## config.mk

```make
export PLATFORM = sky130hd
export DESIGN_NAME = nib_sub_arbiter
export DESIGN_NICKNAME = d
export VERILOG_FILES = /design/src/rtl/nib_sub_arbiter.sv
export SDC_FILE = /design/constraint.sdc
export NUM_CORES = 1
export LEC_CHECK = 0
export BUFFER_PORTS_ARGS = -buffer_cell sky130_fd_sc_hd__buf_2
export CORE_UTILIZATION = 39
export DETAILED_ROUTE_END_ITERATION = 10
export GPL_ROUTABILITY_DRIVEN = 0
export GPL_TIMING_DRIVEN = 0
export PLACE_DENSITY = 0.84
export RECOVER_POWER = 25
export SETUP_SLACK_MARGIN = 0.02
export SYNTH_ARGS = -nofsm -noshare
export SYNTH_HDL_FRONTEND = slang
export SYNTH_SLANG_ARGS = --single-unit
```

## constraint.sdc

```tcl
create_clock -name clk -period 3.4 [get_ports clk]
set_input_delay 0.34 -clock clk [delete_from_list [all_inputs] [get_ports clk]]
set_output_delay 0.34 -clock clk [all_outputs]
set_load 0.01 [all_outputs]
```

## src/rtl/nib_sub_arbiter.sv

```systemverilog
// Round-robin arbiter sharing one external 16-bit nibble-substitution unit
// between NUM_REQ requesters, with a single registered response slot.
module nib_sub_arbiter #(
    parameter int NUM_REQ = 2,
    localparam int ID_W   = $clog2(NUM_REQ)
) (
    input  logic                  clk,
    input  logic                  rst,
    input  logic [NUM_REQ-1:0]    req_valid,
    input  logic [16*NUM_REQ-1:0] req_data,
    output logic [NUM_REQ-1:0]    req_ready,
    output logic [15:0]           sub_in,
    input  logic [15:0]           sub_out,
    output logic                  rsp_valid,
    output logic [15:0]           rsp_data,
    output logic [ID_W-1:0]       rsp_id,
    input  logic                  rsp_ready
);

    logic [ID_W-1:0] rr_ptr;
    logic [ID_W-1:0] start_idx;
    logic [ID_W-1:0] grant_idx;
    logic [ID_W-1:0] next_ptr;
    logic            grant_any;
    logic            can_accept;

    assign can_accept = !rsp_valid || rsp_ready;

    // Search from the highest offset down so the closest requester to rr_ptr wins last.
    always_comb begin
        start_idx = (int'(rr_ptr) < NUM_REQ) ? rr_ptr : '0;
        grant_any = 1'b0;
        grant_idx = '0;
        if (can_accept && !rst) begin
            for (int k = NUM_REQ - 1; k >= 0; k--) begin
                if (req_valid[(int'(start_idx) + k) % NUM_REQ]) begin
                    grant_any = 1'b1;
                    grant_idx = ID_W'((int'(start_idx) + k) % NUM_REQ);
                end
            end
        end
    end

    always_comb begin
        req_ready = '0;
        for (int i = 0; i < NUM_REQ; i++) begin
            req_ready[i] = grant_any && (int'(grant_idx) == i);
        end
    end

    assign sub_in   = grant_any ? req_data[16*grant_idx +: 16] : 16'h0;
    assign next_ptr = (int'(grant_idx) == NUM_REQ - 1) ? '0 : ID_W'(int'(grant_idx) + 1);

    always_ff @(posedge clk) begin
        if (rst) begin
            rsp_valid <= 1'b0;
            rsp_data  <= 16'h0;
            rsp_id    <= '0;
            rr_ptr    <= '0;
        end else if (grant_any) begin
            rsp_valid <= 1'b1;
            rsp_data  <= sub_out;
            rsp_id    <= grant_idx;
            rr_ptr    <= next_ptr;
        end else if (rsp_ready) begin
            rsp_valid <= 1'b0;
        end
    end

endmodule

```

# Word level (Yosys, flattened, before mapping)
# Cells that the tools add are included.
[op_classes]
add_sub_neg = 2
order_cmp = 2
n_shift = 1
muxes = 15
bitwise_logic = 2
reduce_logical = 7
[ops]
columns = ["op", "n"]
rows = [
  ["32-bit by 6-bit variable part select with 16-bit output", 1],
  ["16-bit two-way mux", 1],
  ["1-bit two-way mux", 14],
  ["1-bit logical AND", 3],
  ["2-bit by 3-bit less-than comparator with 1-bit output, second input constant", 1],
  ["1-bit adder, second input constant", 2],
  ["1-bit zero test", 2],
  ["1-bit by 2-bit less-than comparator with 1-bit output, second input constant", 1],
  ["2-bit nonzero test", 1],
  ["1-bit bitwise AND, first input constant", 1],
  ["1-bit logical OR", 1],
  ["1-bit NOT", 1],
]
[word_totals]
register_bits = 19
input_bits = 53
output_inout_bits = 36
word_cells = 33

# Depth between registers and ports, before layout
# Gate-level depths: netlist (run 1).
[depth]
word_depth = 10
depth_mapped = 5
ltp_nobuf = 3

# Worst setup path before layout (run 1)
# No wires, ideal clock.
[synth_path]
path_type = "register to output"
startpoint = "reg rsp_valid"
endpoint = "out sub_in[10]"
arrival_time_ns = 1.331
t_required_ns = 3.060
slack_ns = 1.729
path_stages_with_launch = 6
path_buffers = 2
cell_sequence = "dfxtp_1 > nor2b_1 > buf_4 > a2111oi_4 > buf_6 > a22o_1"
[synth_between]
elab_chain_cells = 6
word_cells_on_any_way = 7
classes_between = "1 x shift; 3 x mux; 3 x reduce/logical"
[synth_rtl]
columns = ["element", "line", "source"]
rows = [
  ["start, declared", "14", "output logic rsp_valid,"],
  ["start signal, assigned", "56", "rsp_valid <= 1'b0;"],
  ["start signal, assigned", "61", "rsp_valid <= 1'b1;"],
  ["start signal, assigned", "66", "rsp_valid <= 1'b0;"],
  ["1-bit zero test *", "27", "assign can_accept = !rsp_valid || rsp_ready;"],
  ["1-bit logical OR *", "27", ""],
  ["1-bit logical AND *", "34", "if (can_accept && !rst) begin"],
  ["1-bit two-way mux", "34", ""],
  ["32-bit by 6-bit variable part select with 16-bit output", "51", "assign sub_in = grant_any ? req_data[16*grant_idx +: 16] : 16'h0;"],
  ["16-bit two-way mux *", "51", ""],
  ["end, declared", "12", "output logic [15:0] sub_in,"],
]
# Every way passes the cells marked *; elsewhere a longest branch is shown, timed or not.

# Final worst setup path (run 1)
[layout_path]
startpoint = "reg rsp_valid"
endpoint = "out sub_in[6]"
# Same word-level chain as after synthesis.

==> results_dict.tcl, run 1 <==
set metrics [dict create \
    status "completed" \
    clk_path_buf_depth 2 \
    setup_viol 0 \
    drive_gt1_frac 0.4271 \
    worst_pin_slew_ns 0.5716 \
    period_needed_ns 2.175 \
    die_y_um 51.51 \
    synthTopCellsByArea "dfxtp_1, a22o_1, nand3b_1" \
    pwr-share-seq 0.498 \
    syn_nets 160 \
    portBuffers 88 \
    powerDensity_nw_per_um2 343.9 \
    rows 17 \
    insertion_delay_ns 0.29 \
    p_sw_frac 0.2921 \
    slew_headroom 0.6189 \
    arrival_ns 1.84 \
    start_kind "register" \
    max_cap_viol_count 0 \
    rsz0062_at_grt "no" \
    avgRoutedWirePerCell_um 13.39 \
    critical_path.max_stage_delay_ns 0.45 \
    drt-total-wl_mm 3.039 \
    power.switching_mw 0.1448 \
    yosysSeqAreaShare 0.3979 \
    route.antenna.remaining_nets 0 \
    power.total_mw 0.4956 \
    critPathTopFamily "compound AO/OA/AOI/OAI gates" \
    dp_hpwl_mm 2.389 \
    floorplan.initialDensity 0.4240 \
    path_class "reg -> out" \
    antenna_found_initial 0 \
    io_pins 89 \
    clk_pin_slew_ns 0.11 \
    clock.fmax_mhz 459.7 \
    drt-initial-drc-count 21 \
    preCtsSetupSlack_ns 1.412 \
    fin_tns_setup_ns 0 \
    cts_buffers 3 \
    stdcell_count 227 \
    combPwrFrac 0.278 \
    syn_area_um2 955.9 \
    critPathCaptureType "output port" \
    synth_area_per_cell_um2 8.934 \
    die_w_um 51.51 \
    htreeDepth 1 \
    path_buf_inv 3 \
    worst-endpoint-required_ns 3.06 \
    hold_viol_final 0 \
    die-area_um2 2653 \
    post_cts_buffers 0 \
    clkPwrFrac 0.224 \
    p_int_mw 0.3508 \
    first_global_vias 1136 \
    layout_setup_ws_ns 1.225 \
    core_um2 2255 \
    final_cell_mix "buf_2, clkbuf_1, dfxtp_1, a21oi_1, o21ai_0" \
    synth_area_leader_cell "dfxtp_1" \
    cts_hold_buf 0 \
    avgViaCountPerCell 5.282 \
    post-place-cells 223 \
    ys_ff_latch 19 \
    synth_cell_types 19 \
    timing.hold.ws_ns 0.3007 \
    post-route-period-util 0.6398 \
    gr-usage-all-layers 0.2314 \
    hold_class "in -> reg" \
    fin_nets 253 \
    cts_resized 0 \
    cts_tree "built" \
    root_buffer "clkbuf_4" \
    synthCells 107 \
    clock_sinks 19 \
    final_area_um2 1441 \
    synth_top_area_share 0.3979 \
    path_cells "nor2b_1 -> buf_4 -> a2111oi_4 -> buf_6 -> a22o_1 -> buf_2" \
    dr_total_vias 1199 \
    crit_slowest_cell "a2111oi_4" \
    syn_to_final_growth_pct 50.79 \
    post-route-drc-count 0 \
    ir_drop_v 0.0002663 \
    drtPass1Iterations 5 \
    overflow 0 \
    antenna_cells 0 \
    final_common_cell "buf_2" \
    slew_violations 0 \
    grt_max_degree 11 \
    crit_fanout 10 \
    leakagePower_nw 0.6994 \
    skew_ns 0.01048 \
    fin_util 0.6393 \
    place_area_um2 1431 \
    yosys_warnings 0 \
    grt_pass1_wl_mm 4.740 \
]
[worst min-delay path: cells and delay by family]
family                 cells  cell delay (ns)
buffers and inverters      1             0.09
and+or+nand+nor            1             0.07
AOI/OAI and AO/OA          1             0.05
[cell usage after synthesis, drive strengths merged]
library cell  count
a2111oi           1
a21oi            18
a22o             16
a311oi            1
a31o              1
buf               6
clkbuf            6
dfxtp            19
inv               2
nand2b            1
nand3b           16
nor2              1
nor2b             1
o2111a            1
o21ai            17
[power by group through the flow]
| stage | Clock, mW | Sequential, mW | Combinational (mW) |
|---|---|---|---|
| after detailed placement | 0 | 0.251 | 0.141 |
| after global placement | 0 | 0.250 | 0.136 |
| after global routing | 0.125 | 0.249 | 0.152 |
| final | 0.111 | 0.247 | 0.138 |
| after floorplan | 0 | 0.258 | 0.0644 |
| after CTS | 0.112 | 0.246 | 0.141 |
[kinds of logic after synthesis]
logic type | synth area share
buf+inv | 0.07067
simple gates | 0.1427
flops | 0.3979
compound gates | 0.3887
[final timing paths]
check	startpoint	end	slack, ns	depth (start not counted)
worst min-delay path	sub_out[12]	rsp_data[12]	0.30	3
worst max register to register	rsp_valid	rsp_data[8]	2.03	5
worst min register to register	rsp_data[5]	rsp_data[5]	0.48	2
worst max-delay path	rsp_valid	sub_in[6]	1.22	6
[layout make-up]
| cell class | instances | area (µm²) |
|---|---|---|
| Buffer | 12 | 60.06 |
| Clock buffer | 4 | 26.28 |
| Fill cell | 198 | 813.3 |
| Inverter | 2 | 7.507 |
| Multi-Input combinational cell | 74 | 508.0 |
| Sequential cell | 19 | 380.4 |
| Tap cell | 28 | 35.03 |
| Timing Repair Buffer | 88 | 424.2 |
[sequential cells by signal (all words and copies together), names as in the netlist]
name and count:
rsp_data 16, rr_ptr 1, rsp_id 1, rsp_valid 1
[layer usage]
metal  global-route usage  share of wire
met5                    0              0
met2               0.4437           0.51
met1               0.2406           0.39
met4              0.07207         0.0033
met3              0.06140           0.10
Note: power is estimated with default switching activity, not from simulation.
==> run 2, diff against run 1 <==
- ABC_AREA: default -> 1
- CORE_UTILIZATION: 39 -> 33
- PLACE_DENSITY: 0.84 -> 0.75
- clock period: 3.4 -> 2 ns (I/O delays scaled with it)
==> run 2 against run 1 <==
Net effect: the flow now finishes with violations (design-rule violations); clock skew decreased by 0.0063 ns; core utilization shrank 11 points; synthesized cell count grew 32%; register-to-register slack worse by 1.2 ns; die area increased by 23%; flip-flop and latch count unchanged; critical path type unchanged.
==> results_dict.tcl, run 2 <==
set metrics [dict create \
    yosys_warnings 0 \
    top_usage_layer "met2" \
    leakagePower_nw 0.8679 \
    synth_top_family_by_area "simple AND/OR/NAND/NOR gates" \
    fin_tns_setup_ns 0 \
    root_buffer "clkbuf_4" \
    post_cts_buffers 0 \
    synth_area_per_cell_um2 7.135 \
    crit_fanout 10 \
    route.antenna.remaining_nets 0 \
    hold_viol_final 0 \
    hold_class "in -> reg" \
    final_common_cell "buf_2" \
    clk_pin_slew_ns 0.10 \
    crit_slowest_cell "dfxtp_1" \
    cts_hold_buf 0 \
    synthCells 141 \
    yosysMostFrequentCell "nand2_1" \
    worst-endpoint-required_ns 1.80 \
    power.total_mw 0.8726 \
    synth-main-ff-cell "dfxtp_1" \
    gr-usage-all-layers 0.1570 \
    floorplan.initialDensity 0.3556 \
    async_flop_share 0 \
    met3_usage 0.03401 \
    setup_viol 0 \
    slew_headroom 0.7025 \
    path_cells "a21oi_4 -> nand3_4 -> buf_6 -> o21ai_2 -> buf_2" \
    clock.fmax_mhz 569.6 \
    worst_pin_slew_ns 0.4463 \
    antenna_found_initial 0 \
    syn_area_um2 1006 \
    critical_path.max_stage_delay_ns 0.36 \
    ys_ff_latch 19 \
    overflow 0 \
    grt_pass1_wl_mm 4.112 \
    syn_to_final_growth_pct 48.63 \
    drtPass1Iterations 7 \
    cts_buffers 3 \
    clock_sinks 19 \
    io_pins 89 \
    synth_adder_area_share 0 \
    dr_total_vias 1209 \
    arrival_ns 1.56 \
    rsz0062_at_grt "no" \
    drt-initial-drc-count 37 \
    largest_reg_flops 16 \
    avgViaCountPerCell 4.580 \
    syn_nets 194 \
    status "complete, but fails checks" \
    ir_drop_v 0.0004272 \
    avgRoutedWirePerCell_um 10.24 \
    antenna_cells 0 \
    die_w_um 57.21 \
    grt_max_degree 11 \
    met2_usage 0.2689 \
    htreeDepth 1 \
    synth-xor-area-share 0 \
    synth-simple-area-share 0.3495 \
    dp_hpwl_mm 2.097 \
    synth_compound_area_frac 0.1443 \
    drt-total-wl_mm 2.703 \
    synth_area_leader_cell "dfxtp_1" \
    synth_edf_count 0 \
    critPathCaptureType "output port" \
    die_y_um 57.21 \
    synth_top_area_share 0.3781 \
    synth_cell_types 17 \
    die-area_um2 3273 \
    clk_path_buf_depth 2 \
    rows 19 \
    skew_ns 0.004160 \
    max_cap_viol_count 0 \
    use_met1 0.1975 \
    portBuffers 88 \
    post-route-period-util 0.8778 \
    powerDensity_nw_per_um2 583.6 \
    top_register "rsp_data" \
    final_cell_mix "buf_2, nand2_1, nand3_1, inv_1, dfxtp_1" \
    core_um2 2829 \
    synth_common_cells "nand2_1, nand3_1, inv_1, dfxtp_1, o21ai_2" \
    period_needed_ns 1.756 \
    first_global_vias 940 \
    drive_gt1_frac 0.4206 \
    cts_resized 0 \
    yosysSeqAreaShare 0.3781 \
    fin_nets 287 \
    post-route-drc-count 8 \
    start_kind "register" \
    violations "design-rule violations" \
    synthTopCellsByArea "dfxtp_1, nand3_1, nand2_1" \
    slew_violations 0 \
    path_class "reg -> out" \
    cts_tree "built" \
    synthMuxAreaShare 0 \
    insertion_delay_ns 0.28 \
]
==> run 2: changes by cell type after synthesis, moves of 5 or more <==
| cell | before | now |
|---|---|---|
| clkbuf_1 | 6 | 1 |
| o21ai_0 | 17 | 8 |
| a22o_1 | 16 | 0 |
| nand3_1 | 0 | 33 |
| nand3b_1 | 16 | 0 |
| nand2_1 | 0 | 36 |
| a21oi_1 | 18 | 2 |
| o21ai_2 | 0 | 9 |
| inv_1 | 1 | 21 |
==> run 2: final timing paths <==
path              slack (ns)    startpoint  cells past startpoint           end
hold reg to reg         0.47  rsp_data[15]                      2  rsp_data[15]
setup / recovery        0.24     rsp_valid                      5    sub_in[14]
setup reg to reg        0.78     rsp_valid                      4        rr_ptr
hold / removal          0.13    sub_out[5]                      3   rsp_data[5]
==> run 2: per-stage QoR <==
stage,hold slack (ns),setup WS (ns),cells,util,area [µm²]
after global placement,0.4210,0.5382,260,0.5250,1485
after detailed placement,0.4271,0.5286,260,0.5250,1485
after global routing,0.1214,0.1206,264,0.5285,1495
after CTS,0.1231,0.2219,264,0.5343,1511
final,0.1293,0.2444,264,0.5285,1495
after floorplan,0.2691,0.7500,141,-,1006
==> run 2: logic make-up after synthesis <==
logic type | Yosys count
and+or+nand+nor | 74
AOI/OAI and AO/OA | 20
buffers and inverters | 28
DFF | 19
==> run 2: worst max-delay path: cells and delay by family (launching register included) <==
kind	cells	cell delay (ns)
simple gates	1	0.18
flops	1	0.36
compound gates	2	0.41
buf+inv	2	0.33
==> run 2: report_power, final <==
part | switching, mW | total, mW | internal (mW)
combinational | 0.145 | 0.259 | 0.114
clock | 0.106 | 0.183 | 0.0773
sequential | 0.0179 | 0.431 | 0.413
total | 0.269 | 0.873 | 0.604
==> run 2: cell type report <==
type	count	area, µm²
flip-flops and latches	19	380.4
plain buffers	6	46.29
clock buffers	4	26.28
repair buffers	88	424.2
multi-input cells	94	496.7
well taps	31	38.79
inverters	22	82.58
fillers	303	1334
==> run 2: layer usage <==
metal / vias up / share of wire
li1: 636 / -
met1: 514 / 0.43
met2: 57 / 0.48
met3: 2 / 0.080
met4: 0 / 0.0044
met5: - / 0
